`src/rtl/display_scanner_pkg.sv`:
```
// Shared definitions for the DigiLock display path: symbol codes understood
// by the binary-to-segment encoder, scanner state encoding and width helpers.
package display_pkg;

  typedef logic [4:0] sym_t;

  // Blank symbol: the encoder lights no segments for this code.
  localparam sym_t SYM_NULL  = 5'h00;

  // Decimal digits occupy a contiguous block starting at SYM_D0.
  localparam sym_t SYM_D0    = 5'h01;
  localparam sym_t SYM_D1    = 5'h02;
  localparam sym_t SYM_D2    = 5'h03;
  localparam sym_t SYM_D3    = 5'h04;
  localparam sym_t SYM_D4    = 5'h05;
  localparam sym_t SYM_D5    = 5'h06;
  localparam sym_t SYM_D6    = 5'h07;
  localparam sym_t SYM_D7    = 5'h08;
  localparam sym_t SYM_D8    = 5'h09;
  localparam sym_t SYM_D9    = 5'h0A;

  // Letters used by lock status messages (OPEN, LOC, Err, ...).
  localparam sym_t SYM_A     = 5'h0B;
  localparam sym_t SYM_B     = 5'h0C;
  localparam sym_t SYM_C     = 5'h0D;
  localparam sym_t SYM_D     = 5'h0E;
  localparam sym_t SYM_E     = 5'h0F;
  localparam sym_t SYM_DASH  = 5'h10;
  localparam sym_t SYM_F     = 5'h11;
  localparam sym_t SYM_L     = 5'h12;
  localparam sym_t SYM_P     = 5'h13;
  localparam sym_t SYM_N     = 5'h14;
  localparam sym_t SYM_U     = 5'h15;
  localparam sym_t SYM_H     = 5'h16;
  localparam sym_t SYM_R     = 5'h17;
  localparam sym_t SYM_T     = 5'h18;
  localparam sym_t SYM_O     = SYM_D0;

  // Scanner states: all anodes dark, or one digit lit.
  localparam logic [0:0] ST_BLANK = 1'b0;
  localparam logic [0:0] ST_SHOW  = 1'b1;

  // Bits needed to hold values 0..value-1, never less than one bit.
  function automatic int clog2_min1(input int value);
    int w;
    w = 1;
    while ((64'd1 << w) < 64'(value)) begin
      w = w + 1;
    end
    return w;
  endfunction

  // Symbol code of a decimal digit 0..9; out-of-range values map to a dash.
  function automatic sym_t sym_digit(input logic [3:0] d);
    sym_t code;
    if (d <= 4'd9) begin
      code = SYM_D0 + {1'b0, d};
    end else begin
      code = SYM_DASH;
    end
    return code;
  endfunction

endpackage

```
`src/rtl/display_scanner.sv`:
```
// Time-multiplexed seven-segment scanner. Each digit slot starts with a short
// all-dark gap (anti-ghosting) followed by the digit's stored symbol and its
// active-low anode. All outputs are registered and change on the same edge as
// the state/counter they reflect.
module display_scanner
  import display_pkg::*;
#(
  parameter int N_DIGITS     = 4,
  parameter int PRESCALE     = 50000,
  parameter int BLANK_CYCLES = 16
) (
  input  logic                        clk,
  input  logic                        rst,
  input  logic                        wr_en,
  input  logic [$clog2(N_DIGITS)-1:0] wr_idx,
  input  logic [4:0]                  wr_sym,
  input  logic                        blank_all,
  output logic [4:0]                  sym_out,
  output logic [N_DIGITS-1:0]         an_out,
  output logic [$clog2(N_DIGITS)-1:0] digit_idx
);

  localparam int IDX_W = clog2_min1(N_DIGITS);
  localparam int CNT_W = clog2_min1(PRESCALE);

  localparam logic [CNT_W-1:0] CNT_ZERO   = {CNT_W{1'b0}};
  localparam logic [CNT_W-1:0] CNT_ONE    = CNT_W'(1);
  localparam logic [CNT_W-1:0] BLANK_LAST = CNT_W'(BLANK_CYCLES - 1);
  localparam logic [CNT_W-1:0] SLOT_LAST  = CNT_W'(PRESCALE - 1);
  localparam logic [IDX_W-1:0] IDX_ZERO   = {IDX_W{1'b0}};
  localparam logic [IDX_W-1:0] IDX_ONE    = IDX_W'(1);
  localparam logic [IDX_W-1:0] IDX_LAST   = IDX_W'(N_DIGITS - 1);

  // Symbol store: one plain register per digit.
  sym_t store_r [N_DIGITS];

  logic [0:0]          state_r;
  logic [CNT_W-1:0]    cnt_r;

  logic [0:0]          state_s;
  logic [CNT_W-1:0]    cnt_s;
  logic [IDX_W-1:0]    idx_s;
  sym_t                sym_s;
  logic [N_DIGITS-1:0] an_s;

  // Symbol store update; out-of-range indices match no entry and are dropped.
  always_ff @(posedge clk) begin
    for (int i = 0; i < N_DIGITS; i++) begin
      if (rst) begin
        store_r[i] <= SYM_NULL;
      end else if (wr_en && (wr_idx == IDX_W'(i))) begin
        store_r[i] <= wr_sym;
      end
    end
  end

  // Slot sequencing: BLANK for the first BLANK_CYCLES counts, SHOW for the
  // rest, then advance to the next digit with the counter back at zero.
  always_comb begin
    state_s = state_r;
    cnt_s   = cnt_r;
    idx_s   = digit_idx;
    case (state_r)
      ST_BLANK: begin
        cnt_s = cnt_r + CNT_ONE;
        if (cnt_r == BLANK_LAST) begin
          state_s = ST_SHOW;
        end else begin
          state_s = ST_BLANK;
        end
      end
      ST_SHOW: begin
        if (cnt_r == SLOT_LAST) begin
          cnt_s   = CNT_ZERO;
          state_s = ST_BLANK;
          if (digit_idx == IDX_LAST) begin
            idx_s = IDX_ZERO;
          end else begin
            idx_s = digit_idx + IDX_ONE;
          end
        end else begin
          cnt_s   = cnt_r + CNT_ONE;
          state_s = ST_SHOW;
        end
      end
      default: begin
        state_s = ST_BLANK;
        cnt_s   = CNT_ZERO;
        idx_s   = IDX_ZERO;
      end
    endcase
  end

  // Output values for the state being entered. The store is read before this
  // edge's write lands, so a write to the lit digit appears one edge later.
  always_comb begin
    an_s  = {N_DIGITS{1'b1}};
    sym_s = SYM_NULL;
    if (state_s == ST_SHOW) begin
      sym_s        = store_r[idx_s];
      an_s[idx_s]  = 1'b0;
    end else begin
      sym_s = SYM_NULL;
    end
    if (blank_all) begin
      an_s = {N_DIGITS{1'b1}};
    end else begin
      an_s = an_s;
    end
  end

  // Scanner state and registered outputs.
  always_ff @(posedge clk) begin
    if (rst) begin
      state_r   <= ST_BLANK;
      cnt_r     <= CNT_ZERO;
      digit_idx <= IDX_ZERO;
      sym_out   <= SYM_NULL;
      an_out    <= {N_DIGITS{1'b1}};
    end else begin
      state_r   <= state_s;
      cnt_r     <= cnt_s;
      digit_idx <= idx_s;
      sym_out   <= sym_s;
      an_out    <= an_s;
    end
  end

endmodule

```
`config.mk`:
```
export PLATFORM = sky130hd
export DESIGN_NAME = display_scanner
export DESIGN_NICKNAME = d
export VERILOG_FILES = /design/src/rtl/display_scanner_pkg.sv /design/src/rtl/display_scanner.sv
export SDC_FILE = /design/constraint.sdc
export NUM_CORES = 1
export LEC_CHECK = 0
export ABC_AREA = 1
export CORE_ASPECT_RATIO = 0.5
export CORE_UTILIZATION = 30
export CTS_CLUSTER_SIZE = 10
export DETAILED_ROUTE_END_ITERATION = 10
export GPL_TIMING_DRIVEN = 0
export SETUP_SLACK_MARGIN = 0.05
export SLEW_MARGIN = 20
export SYNTH_ARGS = -nofsm -noshare
export SYNTH_HDL_FRONTEND = slang
export SYNTH_SLANG_ARGS = --single-unit
```
`constraint.sdc`:
```
create_clock -name clk -period 1.4 [get_ports clk]
set_input_delay 0.14 -clock clk [delete_from_list [all_inputs] [get_ports clk]]
set_output_delay 0.14 -clock clk [all_outputs]
set_load 0.1 [all_outputs]
```
[Word level (Yosys, flattened, before mapping)]
Memories as Yosys holds them, arrays and structs flattened. A register that Yosys moved wholly into a read port is not among the register bits.
Index checks and enable logic that the tools add are counted.
Operators by class
  equal/unequal tests: 6
  magnitude comparators: 2
  bitwise gates (word level): 7
  add/sub/neg operators: 2
  multiplexer cells: 28
  reduce and logical (&&, ||, !) cells: 8
Operators by type and width (number)
  16-bit one-hot mux with 2 select lines: 1
  5-bit 2-to-1 mux: 4
  1-bit 2-to-1 mux: 17
  16-bit by 1-bit adder with 16-bit output, second input constant: 1
  16-bit == test, second input constant: 1
  16-bit by 4-bit == test with 1-bit output, second input constant: 1
  16-bit 2-to-1 mux: 1
  2-bit == test, second input constant: 3
  2-bit 2-to-1 mux: 3
  1-bit logical AND: 5
  4-bit inverter: 1
  1-bit bitwise OR: 4
  2-bit by 3-bit < comparator with 1-bit output, second input constant: 1
  3-bit OR reduction: 1
  2-bit by 1-bit adder with 2-bit output, second input constant: 1
  1-bit demux with 2-bit select: 1
  2-bit by 1-bit == test with 1-bit output, second input constant: 1
  2-bit by 1-bit greater-or-equal comparator with 1-bit output, second input constant: 1
  2-bit zero test: 1
  1-bit inverter: 2
  1-bit one-hot mux with 2 select lines: 1
  2-bit OR reduction: 1
Word-level totals
  output and inout bits: 11
  memory bits (writable): 20
  register bits after elaboration: 23
  word-level logic and storage cells: 58
  memories: 1
Memory list
  store_r: depth 4, width 5, read ports 1, clocked after Yosys merged registers in 1, wr ports 4, line display_scanner.sv:35  | sym_t store_r [N_DIGITS];

[Depth between registers and ports, before layout]
  depth after elaboration: 9
  gate-level depth with buffers: 12
  gate-level depth less buffers: 12

[Worst setup path before layout]
No wires, ideal clock.
  kind: register to register
  from: register digit_idx[0]
  to: register sym_out[0], read port of store_r
  arrival time: 1.976 ns
  cell stages (with the launch flop): 9
  path slack: -0.646 ns
  period minus slack after synthesis: 2.046 ns
  path buffers: 1
  setup time: 0.070 ns
  cells stage by stage: dfxtp_1 ha_1 nor2_1 nand3_1 buf_4 nand3_2 nand2_1 nand2_1 a21oi_1
On the way
  cells in the longest elaborated chain, start to end: 4
Ends and longest elaborated chain
  start, declared: line display_scanner.sv:20  | output logic [$clog2(N_DIGITS)-1:0] digit_idx
  start signal, assigned: line display_scanner.sv:123  | digit_idx <= idx_s;
  2-bit by 1-bit adder with 2-bit output or 2-bit == test (tied branches): line display_scanner.sv:79, display_scanner.sv:76
  2-bit 2-to-1 mux: line display_scanner.sv:76  | if (digit_idx == IDX_LAST) begin
  2-bit 2-to-1 mux: line display_scanner.sv:73  | if (cnt_r == SLOT_LAST) begin
  2-bit 2-to-1 mux *: line display_scanner.sv:63  | case (state_r)
  end, declared: line display_scanner.sv:18  | output logic [4:0] sym_out,
Mark *: on every way between the ends. The rest lies on a longest branch, timed or not.
A chain may end at the register's enable or synchronous reset.

[Worst setup path after layout]
  from: register cnt_r[1]
  to: register sym_out[4], read port of store_r
On the way
  cells in the longest elaborated chain, start to end: 5
Ends and longest elaborated chain
  start, declared: line display_scanner.sv:38  | logic [CNT_W-1:0] cnt_r;
  start signal, assigned: line display_scanner.sv:122  | cnt_r <= cnt_s;
  16-bit == test or 16-bit by 4-bit == test with 1-bit output (tied branches): line display_scanner.sv:73, display_scanner.sv:66
  1-bit 2-to-1 mux (on tied branches): line display_scanner.sv:73, display_scanner.sv:66
  1-bit one-hot mux with 2 select lines: line display_scanner.sv:63
  1-bit inverter (no source line)
  2-bit OR reduction (no source line)
Several ways; a longest one is shown, not always the timed one.

==> run_results.csv <==
group,metric,value,unit
timing,period_needed,1.56,ns
floorplanning,starting_density_of_the_core,32.4,%
routing,routed_wirelength,4.81,mm
routing,route.detailed.vias_per_inst,4.62,
timing,final.setup.worst_slack,-0.164,ns
layout,final_nets,320,
clocking,clkSlewWorstSetupHoldPaths,0.06,ns
place,post_detail_place_hpwl,3.37,mm
clocking,cts_inserted_buffers,5,
layout,post_route_cells_drive_above_1_share,36.8,%
global_routing,number_of_global_route_vias_before_repair,1863,
timing,finalHoldViolations,0,
pwr,seq_power_share,53.4,%
global_routing,grt_max_degree,15,
global_routing,globalRouteTotalUtil,13.0,%
pwr,pwr-share-comb,7.0,%
layout,syn2layout_area_growth,41.3,%
layout,num_antenna_cells,0,
floorplanning,area_of_the_die,7890,sq um
synthesis,cell_type_with_the_largest_total_area_after_synthesis,"edfxtp_1",
timing,total_of_endpoints_with_negative_setup_slack_in_the_final_report,20,
setup_path,critical_path_class,"flip-flop to flip-flop",
clocking,clock_tree.buffer_depth,2,
timing,max_slew.worst_pin.slew,0.556,ns
synthesis,ys_warn_count,0,
floorplanning,rows,21,
layout,layout.filler_cells,630,
clocking,holdBufCountCts,0,
pwr,vdd_ir_drop_max,0.000486,V
global_routing,grt_overflow_total,0,
global_routing,initial_antenna_violation_count,0,
pwr,powerDensity,900,nW/um^2
timing,final_max_slew_viol_count,0,
synthesis,ys_seq_elements,48,
synthesis,postSynthCellCount,263,
setup_path,crit_path_start_kind,"flip-flop",
outcome,violations_in_the_final_reports,"setup timing",
place,portBuffers,20,
layout,layout_common_cells,"nand2_1, nor2_1, inv_1",
synthesis,average_cell_area_after_synthesis,8.57,sq um
pwr,power.net_switching,622,uW
routing,post-route-drc-count,0,
timing,setup_skew,0.00398,ns
setup_path,crit_fanout,5,
floorplanning,core-area,6960,sq um
synthesis,syn-cell-area,2250,sq um
clocking,cts_root_buf,"clkbuf_16",
setup_path,crit_arrival,1.79,ns
pwr,pwr-share-clk,39.6,%
routing,drt_first_iter_violations,37,
synthesis,post_synth_main_area_contributors,"edfxtp_1, dfxtp_1, nand2_1, nor2_1, nand3_1",
clocking,clock_sinks,48,
place,gp_routability_congestion,0.824,
timing,final.period_utilization,112,%
pwr,sw_frac_of_total,21.7,%
hold_path,timing.hold.worst.class,"primary input to flip-flop",
floorplanning,die-height,63.3,microns
synthesis,synth-seq-area-share,51.5,%
routing,ant_nets,0,
flow_run,max-cap-violations,0,
outcome,outcome,"complete, but fails checks",
pwr,power.internal,2.25,mW
routing,via_count,1844,
routing,wl_per_cell,12.0,microns
global_routing,grt_first_pass_wirelength,8.26,mm
timing,max_slew_margin,63.1,%
synthesis,synth_fp_nets,276,
clocking,clock_insertion_delay_worst_skew,0.28,ns
layout,layout.cells.most_common,"nand2_1",
routing,detailedRoute.firstPassIterationCount,7,
clocking,htree_num_levels,2,
floorplanning,dieWidth,125,microns
floorplanning,ioPinCount,22,
timing,clock.fmax,639,MHz
setup_path,end_kind,"flip-flop",
synthesis,synth_cell_types,32,
pwr,leakage,1.33,nW
synthesis,post-synth-top-area-fraction,26.6,%
pwr,post_route_total_power,2.87,mW
timing,grt_setup_unrepaired,"yes",
clocking,tritoncts,"yes",
layout,finish.utilization,45.8,%
setup_path,critPathRequiredTime,1.62,ns
-- path summary, 6_finish.rpt --
kind                            startpoint            end  slack (ns)  cells after the start
worst max register to register    cnt_r[1]     sym_out[4]       -0.16                     12
worst min-delay path                 wr_en  store_r[0][1]        0.43                      3
worst max-delay path              cnt_r[1]     sym_out[4]       -0.16                     12
worst min register to register   cnt_r[12]      cnt_r[12]        0.49                      1
-- routing by layer --
metal  routed length, microns  track usage (%)
met1                     2150             15.4
met2                     2500             23.3
met3                      112             2.97
met4                       51             4.97
met5                        0                0
-- cell usage after synthesis --
cell	count
nand2_4	2
nor3b_1	1
dfxtp_1	28
nor2_2	4
nand2_1	53
inv_1	28
xor2_1	2
nand4_1	5
nand3_4	1
a21o_1	1
nand2_2	5
nor3_1	4
nand3_2	5
o21ai_0	4
inv_2	4
nor2_1	42
o21ai_4	1
buf_4	1
clkinv_1	1
clkbuf_1	1
nor2_8	1
nand3_1	25
o21a_1	1
nor2_4	2
edfxtp_1	20
a21oi_1	13
nor3_4	1
buf_12	1
nor3_2	2
ha_1	2
a211oi_1	1
inv_4	1
-- power groups by stage --
stage | Clock (mW) | Sequential (mW) | Combinational (mW)
global route | 1.23 | 1.54 | 0.219
finish | 1.14 | 1.53 | 0.200
floorplan | 0 | 1.55 | 0.0876
detailed placement | 0 | 1.56 | 0.142
global placement | 0 | 1.56 | 0.137
CTS | 1.15 | 1.53 | 0.178
-- sequential cells by signal, indices dropped and copies added (netlist names) --
| signal | flops |
|---|---|
| digit_idx | 2 |
| state_r | 1 |
| cnt_r | 16 |
| store_r | 20 |
| sym_out | 5 |
| an_out | 4 |
-- metrics by stage --
step           setup WS (ns)  hold slack (ns)  cell area, sq um  setup TNS, ns  instances
4_1_cts               -0.164            0.425              3060          -1.52        393
3_5_place_dp          -0.381            0.443              2650         -17.77        375
5_1_grt               -0.312            0.467              3190          -4.65        399
2_1_floorplan        -0.0546            0.203              2330         -0.293        263
3_3_place_gp          -0.383            0.426              2650         -16.56        375
6_report              -0.164            0.429              3190          -2.04        399
-- critical path, cell delays in order, from the launching register on --
cell and delay, ns:
dfxtp_4 0.36, ha_4 0.14, nand2_4 0.06, nor2_8 0.12, inv_2 0.06, nor2_4 0.12
nand2_2 0.08, nand2_4 0.11, clkbuf_16 0.16, nand3_2 0.05, nand2_1 0.07, nand2_1 0.06
a21oi_2 0.11
-- final cells by class --
type                            instances  area [sq um]  share of cell area [%]
Buffer                                  3          35.0                    1.10
Clock buffer                            5           125                    3.93
Clock inverter                          2          12.5                   0.393
Inverter                               34           141                    4.44
Multi-Input combinational cell        179          1190                    37.3
Sequential cell                        48          1170                    36.9
Tap cell                               92           115                    3.61
Timing Repair Buffer                   36           394                    12.4
-- repair_timing --
item                                    in CTS  in global routing
pin swaps                                   13                  4
hold endpoints to repair                     0                  0
cloned                                       1                  1
endpoints found under the setup margin      40                 26
buffers inserted                            10                  6
gates resized for setup                     76                 18
-- cell families after synthesis --
logic type	synth area share (%)
flops	51.5
compound gates	5.49
xor+xnor	0.777
simple gates	34.0
fa+ha+maj	1.11
buf+inv	7.16
Note: power is estimated with default switching activity, not from simulation.
